$ cat config.mk
export PLATFORM = sky130hd
export DESIGN_NAME = mci_arbiter_2to1
export DESIGN_NICKNAME = d
export VERILOG_FILES = /design/src/rtl/mci_arbiter_2to1.sv
export SDC_FILE = /design/constraint.sdc
export NUM_CORES = 1
export LEC_CHECK = 0
export ABC_AREA = 1
export CAP_MARGIN = 5
export CORE_AREA = 2 2 290 292
export CTS_CLUSTER_DIAMETER = 100
export CTS_CLUSTER_SIZE = 8
export DETAILED_ROUTE_END_ITERATION = 12
export DIE_AREA = 0 0 292 294
export PLACE_DENSITY = 0.53
export SYNTH_ARGS = -nofsm -noshare
export SYNTH_HDL_FRONTEND = slang
export SYNTH_SLANG_ARGS = --single-unit
$ cat constraint.sdc
create_clock -name clk -period 20.6 [get_ports clk]
set_input_delay 4.12 -clock clk [delete_from_list [all_inputs] [get_ports clk]]
set_output_delay 4.12 -clock clk [all_outputs]
set_load 0.01 [all_outputs]
$ cat src/rtl/mci_arbiter_2to1.sv
// Round-robin arbiter between the instruction cache (port 0) and the data cache (port 1)
// in front of one memory controller; one outstanding transaction, response routed to the owner.
module mci_arbiter_2to1 #(
    parameter int ADDR_LENGTH     = 32,
    parameter int MCI_DATA_LENGTH = 128
) (
    input  logic                            clk,
    input  logic                            rst,
    input  logic [1:0]                      req_valid_i,
    input  logic [1:0]                      req_rw_i,
    input  logic [1:0][ADDR_LENGTH-1:0]     req_addr_i,
    input  logic [1:0][MCI_DATA_LENGTH-1:0] req_data_i,
    output logic [1:0]                      rsp_ready_o,
    output logic [MCI_DATA_LENGTH-1:0]      rsp_data_o,
    output logic                            mem_req_valid_o,
    output logic                            mem_req_rw_o,
    output logic [ADDR_LENGTH-1:0]          mem_req_addr_o,
    output logic [MCI_DATA_LENGTH-1:0]      mem_req_data_o,
    input  logic                            mem_res_ready_i,
    input  logic [MCI_DATA_LENGTH-1:0]      mem_res_data_i,
    output logic                            proto_err_o
);

    typedef enum logic {IDLE, WAIT} state_e;

    state_e                            state_q, state_d;
    logic                              grant_q, grant_d;
    logic                              last_grant_q, last_grant_d;
    logic                              mem_req_valid_q, mem_req_valid_d;
    logic                              proto_err_q, proto_err_d;
    logic [1:0]                        pend_q, pend_d;
    logic [1:0]                        rw_q, rw_d;
    logic [1:0][ADDR_LENGTH-1:0]       addr_q, addr_d;
    logic [1:0][MCI_DATA_LENGTH-1:0]   data_q, data_d;

    logic       done;
    logic [1:0] completing;
    logic [1:0] capture;

    assign done = (state_q == WAIT) && mem_res_ready_i;

    // A port may re-request in its own completion cycle; that refills the slot instead of erroring.
    always_comb begin
        // NOTE: every always_comb output gets a default first so no path can infer a latch.
        completing = 2'b00;
        if (done) completing[grant_q] = 1'b1;

        capture = req_valid_i & (~pend_q | completing);
        pend_d  = (pend_q & ~completing) | capture;
        proto_err_d = proto_err_q | (|(req_valid_i & pend_q & ~completing));

        rw_d   = rw_q;
        addr_d = addr_q;
        data_d = data_q;
        for (int i = 0; i < 2; i++) begin
            if (capture[i]) begin
                rw_d[i]   = req_rw_i[i];
                addr_d[i] = req_addr_i[i];
                data_d[i] = req_data_i[i];
            end
        end
    end

    always_comb begin
        state_d         = state_q;
        grant_d         = grant_q;
        last_grant_d    = last_grant_q;
        mem_req_valid_d = 1'b0;
        unique case (state_q)
            IDLE: begin
                if (|pend_q) begin
                    // Tie goes to the port not served last; otherwise the lone pending port.
                    grant_d         = (&pend_q) ? ~last_grant_q : pend_q[1];
                    state_d         = WAIT;
                    mem_req_valid_d = 1'b1;
                end
            end
            WAIT: begin
                if (mem_res_ready_i) begin
                    state_d      = IDLE;
                    last_grant_d = grant_q;
                end
            end
        endcase
    end

    always_comb begin
        rsp_ready_o    = completing;
        rsp_data_o     = done ? mem_res_data_i : '0;
        mem_req_rw_o   = 1'b0;
        mem_req_addr_o = '0;
        mem_req_data_o = '0;
        if (state_q == WAIT) begin
            mem_req_rw_o   = rw_q[grant_q];
            mem_req_addr_o = addr_q[grant_q];
            mem_req_data_o = data_q[grant_q];
        end
    end

    assign mem_req_valid_o = mem_req_valid_q;
    assign proto_err_o     = proto_err_q;

    always_ff @(posedge clk or posedge rst) begin
        if (rst) begin
            state_q         <= IDLE;
            grant_q         <= 1'b0;
            last_grant_q    <= 1'b1;
            mem_req_valid_q <= 1'b0;
            proto_err_q     <= 1'b0;
            pend_q          <= 2'b00;
            rw_q            <= 2'b00;
            addr_q          <= '0;
            data_q          <= '0;
        end else begin
            // NOTE: non-blocking assignments so every register samples pre-edge values.
            state_q         <= state_d;
            grant_q         <= grant_d;
            last_grant_q    <= last_grant_d;
            mem_req_valid_q <= mem_req_valid_d;
            proto_err_q     <= proto_err_d;
            pend_q          <= pend_d;
            rw_q            <= rw_d;
            addr_q          <= addr_d;
            data_q          <= data_d;
        end
    end

endmodule
* Word-level counts from Yosys, hierarchy flattened
Index checks and enable logic that the tools add are counted.
Operators by class: magnitude comparators 2, mux-type cells 18, bitwise logic cells 11, reduce and logical (&&, ||, !) cells 7
Operators with widths (count):
- two-way mux 128 bit | 4
- two-way mux 32 bit | 3
- bitwise AND 2 bit | 4
- two-way mux 1 bit | 8
- AND reduction 2 bit | 3
- inverter 2 bit | 2
- OR 2 bit | 2
- OR reduction 2 bit | 2
- logical AND 1 bit | 2
- < comparator 1 x 2 -> 1 bit (second input constant) | 1
- two-way mux 2 bit | 1
- inverter 1 bit | 2
- case mux 1 bit (2 select lines) | 1
- demux 1 bit (select 1 bit) | 1
- greater-or-equal comparator 1 bit (second input constant) | 1
- OR 1 bit | 1
Word-level totals: bits in registers 329, logic and storage cells 50

* Depth between registers and ports, before layout
Gate-level depths: netlist of run 1.
word-level depth 9, mapped depth 9, gate-level depth less buffers 6

* Worst setup path before layout of run 1
Ideal clock, no wire load.
path type input port to output port, start point input port mem_res_ready_i, end point output port rsp_data_o[100], arrival time 4.699 ns, data required time 16.480 ns, path slack 11.781 ns, cell stages on the path 4, cell sequence nand2_1 > clkbuf_1 > buf_2 > nor2_1
Between the ends: longest elaborated chain between the ends 2
Ends and longest elaborated chain:
- start: declaration | RTL line 19 | input logic mem_res_ready_i,
- logical AND 1 bit | RTL line 40 | assign done = (state_q == WAIT) && mem_res_ready_i;
- two-way mux 128 bit | RTL line 89 | rsp_data_o = done ? mem_res_data_i : '0;
- end: declaration | RTL line 14 | output logic [MCI_DATA_LENGTH-1:0] rsp_data_o,
Every way passes these cells.

* Worst setup path in the final report of run 1
start point input port mem_res_ready_i, end point output port rsp_data_o[73]
Same word-level chain as after synthesis.

==> flow_summary.yaml, run 1 <==
timing:
  tns_ps: 0
  fmax_mhz: 93.36
  setup_violations: 0
  rsz0062_at_grt: "no"
  drv_slew: 0
  slew-limit-headroom_pct: 27.17
  hold_viol: 0
  worst_pin_slew_ps: 1092
  skew_ps: 13.88
  final.period_utilization_pct: 52.00
  fin_crit_ps: 10710
die:
  rows: 106
  core_um2: 82890
  die_area_um2: 85850
  start_util_pct: 19.49
  num_io_pins: 748
  die_y_um: 294
  die_x_um: 292
power:
  power_density_nw_per_um2: 143.7
  power.switching_mw: 1.547
  p_seq_share_pct: 30.2
  p_int_mw: 2.159
  ir_drop_v: 0.00006094
  p_comb_share_pct: 50.1
  cellLeakagePower_nw: 12.31
  p_clk_share_pct: 19.7
  swShare_pct: 41.74
placed_design:
  port_buffers: 747
  hpwlAfterDp_um: 61170
  placed_area_um2: 24440
  gp_congestion: 0.8522
min_path:
  hold_path.class: "register to register"
routing:
  ant_nets: 0
  first_pass_iters: 7
  routedWlPerCell_um: 21.62
  via_per_inst: 4.343
  wl_um: 86200
  route.detailed.drc: 0
  via_count: 17316
  drt_iter0_drc: 957
clock_network:
  cts_buffer_depth: 3
  post_cts_resized: 0
  postCtsHoldBufs: 0
  clk_latency_ps: 580
  root_buffer: "clkbuf_16"
  path_clk_slew_ps: 50
  cts_tree: "yes"
  cts.sinks: 329
  cts_setup_buffers: 0
  cts_made_buffers: 47
  h-tree-depth: 2
critical_path:
  start_kind: "primary input"
  crit_slowest_cell: "buf_4"
  required_ps: 16480
  critPathCaptureType: "primary output"
  path_cells: "clkdlybuf4s50_1 -> nand2_4 -> buf_4 -> nor2_1 -> clkdlybuf4s50_1"
  crit_top_cell: "clkdlybuf4s50_1"
  worstPathArrival_ps: 6590
  cp_slowest_stage_delay_ps: 700
  crit_type: "primary input to primary output"
  cp_max_fo: 75
synth:
  synth-warning-count: 0
  synth_cells: 2232
  seq_area_frac_synth_pct: 50.97
  synth_nets: 2687
  ys_ff_latch: 329
  yosysMostFrequentCell: "nand2_1"
  syn_area_um2: 16150
  ys_types: 17
  syn_area_per_cell_um2: 7.238
  synth-async-reset-ratio_pct: 100.0
  ys_top_cells_by_area: "dfrtp_1 (51%), nand2_1 (15%), nor2_1 (10%)"
  synthFlopType: "dfrtp_1"
  yosys-top-cells-count: "nand2_1 (650), nor2_1 (450), dfrtp_1 (328)"
  yosysTopAreaCellShare_pct: 50.81
  synth_edf_count: 0
  yosysTopAreaCell: "dfrtp_1"
run:
  cap_violations: 0
grt:
  grt_max_degree: 97
  grt_pass1_vias: 17146
  grt_usage_pct: 19.29
  grt_antenna_before_repair: 25
  grt_overflow: 0
  grt_pass1_wl_um: 121900
final_layout:
  layout.nets: 3333
  finish.utilization_pct: 31.10
  fin_area_um2: 25780
  n_fill_cell: 8977
  drive_gt1_share_pct: 3.011
  area_growth_pct: 59.61
outcome:
  outcome: "finished, final reports clean"
power groups by stage:
stage | Combinational (mW) | Clock [mW] | Sequential, mW
after detailed placement | 1.88 | 0 | 1.13
after global routing | 2.04 | 0.777 | 1.16
after CTS | 1.88 | 0.755 | 1.12
final | 1.86 | 0.728 | 1.12
after floorplan | 0.949 | 0 | 1.07
after global placement | 1.87 | 0 | 1.12
worst paths after layout:
check	cells past startpoint	to	start	slack [ps]
min reg2reg	2	data_q[0]	data_q[0]	460
max in group asynchronous	5	addr_q[31]	rst	13490
max reg2reg	7	data_q[48]	grant_q	17340
max	5	rsp_data_o[73]	mem_res_ready_i	9890
min in group asynchronous	2	data_q[89]	rst	4070
min	2	data_q[0]	data_q[0]	460
worst max-delay path, delay by kind of cell:
family / cells / cell delay, ps
buffers and inverters: 3 / 1790
and+or+nand+nor: 2 / 590
layout make-up:
cell class | count | area (um2) | area share [%]
multi-input combinational | 1596 | 6691 | 25.95
antenna | 18 | 45.04 | 0.1747
tap | 1080 | 1351 | 5.241
timing repair buffer | 768 | 7637 | 29.62
sequential | 329 | 8242 | 31.96
inverter | 136 | 523.0 | 2.028
clock inverter | 5 | 87.58 | 0.3397
clock buffer | 55 | 1206 | 4.678
stage by stage:
step           setup WS, ps  hold slack [ps]  power (mW)  instances
2_1_floorplan          7370            436.6       2.020       2232
3_3_place_gp           9942            447.7       2.993       3909
3_5_place_dp           9911            452.8       3.002       3909
4_1_cts                9906            465.7       3.758       3969
5_1_grt                9751            478.1       3.975       3982
6_report               9889            460.3       3.705       3987
logic make-up (layout without fill, tap and decap cells):
family                 count (synthesis)  after routing  share of synthesized area [%]
AOI/OAI and AO/OA                    164            164                          5.081
buffers and inverters                307            964                          7.931
DFF                                  329            329                          50.97
other                                  0             18                              0
and+or+nand+nor                     1432           1432                          36.02
cell usage in the layout, fill, tap and decap left out, drive strengths merged:
master / instances
bufinv: 1
o21ai: 164
dfstp: 1
clkinv: 3
nor2: 450
nand3b: 1
dfrtp: 328
inv: 137
buf: 23
nand2: 654
clkdlybuf4s50: 745
clkbuf: 55
nand3: 327
diode: 18
sequential cells by signal (all words and copies together) (netlist names):
register	cells
mem_req_valid_o	1
state_q	1
proto_err_o	1
last_grant_q	1
data_q	256
addr_q	64
pend_q	2
grant_q	1
rw_q	2
metal layers:
| metal | up-vias | GRT usage (%) | wire length [um] |
|---|---|---|---|
| met5 | - | 0 | 126 |
| met4 | 18 | 10.27 | 4398 |
| met3 | 149 | 5.151 | 6011 |
| met2 | 607 | 33.59 | 43190 |
| met1 | 8295 | 21.50 | 32470 |
| li1 | 8247 | - | - |
Power figures use the tool's default switching activity.
==> run 2: changes to the inputs <==
- CORE_AREA: 2 2 290 292 -> 2 2 289 291
- DIE_AREA: 0 0 292 294 -> 0 0 291 293
- PLACE_DENSITY: 0.53 -> 0.55
- clock period: 20.6 -> 9.4 ns (I/O delays scaled with it)
==> flow_summary.yaml, run 2 (same netlist as run 1, synthesis figures left out) <==
outcome:
  outcome: "finished, final reports clean"
clock_network:
  cts_made_buffers: 48
  clk_latency_ps: 600
  postCtsHoldBufs: 0
  path_clk_slew_ps: 50
  cts_setup_buffers: 0
  root_buffer: "clkbuf_16"
  cts_tree: "yes"
  cts_buffer_depth: 3
  cts.sinks: 329
  h-tree-depth: 2
  post_cts_resized: 0
routing:
  route.detailed.drc: 0
  dr.max_layer_used: "met5"
  first_pass_iters: 5
  drt_iter0_drc: 943
  routedWlPerCell_um: 21.33
  wl_met3_um: 6193
  wirelength_met1_um: 30610
  via_per_inst: 4.343
  wl_met2_um: 42060
  ant_nets: 0
  wl_um: 84900
  via_count: 17286
timing:
  setup_violations: 0
  hold-worst-slack_ps: 460.1
  fin_crit_ps: 6186
  final.period_utilization_pct: 65.81
  tns_ps: 0
  drv_slew: 0
  hold_viol: 0
  fmax_mhz: 161.6
  worst_pin_slew_ps: 940.9
  skew_ps: 16.25
  rsz0062_at_grt: "no"
  slew-limit-headroom_pct: 37.27
power:
  cellLeakagePower_nw: 12.34
  ir_drop_v: 0.0001412
  power_density_nw_per_um2: 314.6
placed_design:
  gp_congestion: 0.8650
  port_buffers: 747
  hpwlAfterDp_um: 60620
final_layout:
  reg_top3: "data_q x256, addr_q x64"
  mostFrequentLayoutCells: "clkdlybuf4s50_1 (745), nand2_1 (649), nor2_1 (450), dfrtp_1 (326), nand3_1 (325)"
  drive_gt1_share_pct: 3.044
  largest-register: "data_q"
  layout_commonest_cell: "clkdlybuf4s50_1"
  area_growth_pct: 60.00
  largest_register_ffs: 256
  layout.nets: 3332
die:
  die_x_um: 291
  start_util_pct: 19.74
  die_area_um2: 85260
  die_y_um: 293
  rows: 105
  core_um2: 81850
  num_io_pins: 748
critical_path:
  crit_type: "primary input to primary output"
  start_kind: "primary input"
  critPathCaptureType: "primary output"
  required_ps: 7520
  worstPathArrival_ps: 4310
  cp_max_fo: 70
grt:
  grt_pass1_wl_um: 121000
  grt_usage_pct: 19.16
  grt_overflow: 0
  grt_pass1_vias: 17207
  grt_antenna_before_repair: 33
  grt_max_degree: 140
min_path:
  hold_path.class: "register to register"
run:
  cap_violations: 0
==> run 2: cell count changes in the layout (fill, tap and decap cells not counted), sizes merged <==
cell      delta
clkinvlp     +2
buf          -2
diode        +1
clkbuf       +3
clkinv       -1
==> run 2: worst paths after layout <==
path	from	end	slack (ps)	depth (start not counted)
min reg2reg	data_q[2]	data_q[2]	460	2
max in group asynchronous	rst	data_q[5]	5870	4
max reg2reg	grant_q	addr_q[5]	5730	7
min	data_q[2]	data_q[2]	460	2
max	mem_res_ready_i	rsp_data_o[58]	3210	5
min in group asynchronous	rst	data_q[90]	1760	2
==> run 2: worst max-delay path: stages <==
cell,delay (ps)
clkdlybuf4s50_1,550
nand2_4,510
buf_4,670
nor2_1,100
clkdlybuf4s50_1,520
==> run 2: area by class of cell <==
type / instances / area, um2
multi-input combinational: 1596 / 6691
inverter: 136 / 519.2
timing repair buffer: 766 / 7647
sequential: 329 / 8242
clock inverter: 6 / 112.6
tap: 1070 / 1339
antenna: 19 / 47.55
clock buffer: 58 / 1249
fill: 8933 / 56000
==> run 2: layer usage <==
layer	GRT usage, %	vias up
li1	-	8264
met1	20.18	8162
met2	33.18	654
met3	5.499	180
met4	13.21	26
met5	0	-
==> run 2: through the flow <==
step                utilization, %  area (um2)  setup WS (ps)  std cells  power, mW
floorplan                        -       16160           3128       2232      4.427
global placement             29.86       24440           3278       3897      6.509
detailed placement           29.86       24440           3239       3897      6.546
CTS                          31.52       25800           3229       3961      8.247
global route                 31.57       25840           3011       3976      8.711
finish                       31.58       25850           3214       3980      8.130
==> run 2: where the power goes <==
group	total, mW	leakage (nW)	switching (mW)	internal (mW)
clock	1.65	0.659	0.695	0.958
sequential	2.46	4.08	0.378	2.08
combinational	4.02	7.60	2.30	1.72
==> edit, RTL diff (config.mk and constraints of run 1) <==
Take the reset off `addr_q` and load it in a clocked block of its own.
--- a/src/rtl/mci_arbiter_2to1.sv
+++ b/src/rtl/mci_arbiter_2to1.sv
@@ -110,5 +110,4 @@
             pend_q          <= 2'b00;
             rw_q            <= 2'b00;
-            addr_q          <= '0;
             data_q          <= '0;
         end else begin
@@ -121,8 +120,11 @@
             pend_q          <= pend_d;
             rw_q            <= rw_d;
-            addr_q          <= addr_d;
             data_q          <= data_d;
         end
     end
 
+    always_ff @(posedge clk) begin
+        addr_q <= addr_d;
+    end
+
 endmodule
Check against the original RTL: same outputs for any inputs over 4 cycles, from zero or initial values and one cycle with rst high; that may be too few to reach the edited logic, so the function may still have changed.
==> edit against run 1 <==
First-iteration DRC count down 13%. Wire length down 2.7%. Power down 3.5%. Die area unchanged. Area after synthesis down 2.7%. Worst setup slack better by 0.083 ns. Critical path type unchanged. Maximum frequency up 0.78%. Hold slack about the same. Sequential cell count unchanged. Clock skew up 0.015 ns. Utilization down 0.46 points. Final area down 1.5%.
==> edit: results (changes against run 1) <==
| Result | This run | Unit | Change |
| --- | --- | --- | --- |
| Power attributed to combinational cells | 0.00173 | W | was 0.00186 W |
| WL per Instance | 22.0 | µm | was 21.6 µm |
| Max Clock Skew | 0.0290 | ns | was 0.0139 ns |
| Clk cell area share | 0.0561 | - | was 0.0502 |
| Final weighted congestion in routability-driven placement | 0.833 | - | was 0.852 |
| Portion of the layout cell area used by non-clock buffers | 0.301 | - | was 0.296 |
| Iteration-0 DRC count of the detailed router | 828 | - | was 957 |
| Area Growth Syn to Fin | 61.6 | % | was 59.6% |
| Reg2Reg Depth | 6 | - | was 7 |
| Layout net count | 3147 | - | was 3333 |
| Synthesized netlist net count | 2479 | - | was 2687 |
| Stage delay of the slowest cell on the critical path | 0.72 | ns | was 0.70 ns |
| GR Layer Usage met1 | 0.210 | - | was 0.215 |
| Slew at the pin closest to its max-slew limit | 0.972 | ns | was 1.09 ns |
| Total power after layout | 0.00358 | W | was 0.00371 W |
| Status | complete, no violations | - | unchanged |
| Hold Path Origin | data_q[68]$_DFFE_PP0P_ | - | was data_q[0]$_DFFE_PP0P_ |
| Number of non-clock inverters in the layout | 138 | - | was 136 |
| Total Routing Usage GR | 0.189 | - | was 0.193 |
| Net load switching power | 0.00145 | W | was 0.00155 W |
| ANT cells | 14 | - | was 18 |
| Number of detailed-routing iterations run before antenna repair | 5 | - | was 7 |
| Proportion of layout cells with a drive suffix above 1 | 0.0350 | - | was 0.0301 |
| Mean instance size in the synthesized netlist | 7.77 | µm² | was 7.24 µm² |
| Detailed-route via count | 16200 | - | was 17300 |
| Final sequential cell count | 329 | - | unchanged |
| FF-to-FF Start | state_q$_DFF_PP0_ | - | was grant_q$_DFFE_PP0P_ |
| Fillcell total | 8954 | - | was 8977 |
| Portion of the post-synthesis area used by sequential elements | 0.544 | - | was 0.510 |
| Global Route met2 Usage | 0.320 | - | was 0.336 |
| Number of buffers added by the clock tree synthesis step | 49 | - | was 47 |
| Share of total power in the clock network | 0.216 | - | was 0.197 |
| Maximum number of pins on one net before global-route repair | 90 | - | was 97 |
| Fraction of met3 tracks used by global routing | 0.0625 | - | was 0.0515 |
| Total placed instance area | 23900 | µm² | was 24400 µm² |
| Number of clock buffer instances in the layout | 68 | - | was 55 |
| Compound-cell area share of the yosys netlist | 0.0522 | - | was 0.0508 |
| Number of buffers outside the clock class in the layout | 770 | - | was 768 |
| Worst path arrival time | 6.51 | ns | was 6.59 ns |
| Static power due to leakage | 11.6 | nW | was 12.3 nW |
| Metal-1 WL | 31.7 | mm | was 32.5 mm |
| Number of antenna violations at the first check in global routing | 32 | - | was 25 |
| Length of routed met2 wiring | 40.5 | mm | was 43.2 mm |
| Sum of met3 wire segment lengths after detailed routing | 6.86 | mm | was 6.01 mm |
| Number of placed instances with taps included | 3721 | - | was 3909 |
| First-pass GRT wire length | 118 | mm | was 122 mm |
| Vias in the first global route | 16100 | - | was 17100 |
| Filler-free cell count of the finished design | 3810 | - | was 3987 |
| EDFF count, synth | 64 | - | was 0 |
| Power density over cell area | 141 | nW/µm² | was 144 nW/µm² |
## edit: cell types whose count changed after synthesis, moves of 17 or more
cell / run 1 / this run
buf_4: 3 / 20
buf_2: 80 / 57
clkbuf_1: 77 / 59
dfrtp_1: 328 / 264
edfxtp_1: 0 / 64
nand2_1: 650 / 523
nand3_1: 325 / 261
## edit: worst paths after layout
kind	slack (ns)	to
min in group asynchronous	4.02	data_q[47]$_DFFE_PP0P_
hold reg to reg	0.46	data_q[68]$_DFFE_PP0P_
hold / removal	0.46	data_q[68]$_DFFE_PP0P_
max in group asynchronous	15.11	data_q[151]$_DFFE_PP0P_
setup reg to reg	17.69	data_q[137]$_DFFE_PP0P_
setup / recovery	9.97	rsp_data_o[11]
## edit: stage by stage
step	util	setup slack (ns)
final	0.306	9.97
after detailed placement	0.289	9.99
after CTS	0.306	9.97
after floorplan	-	9.18
after global placement	0.289	10.05
after global routing	0.306	9.81
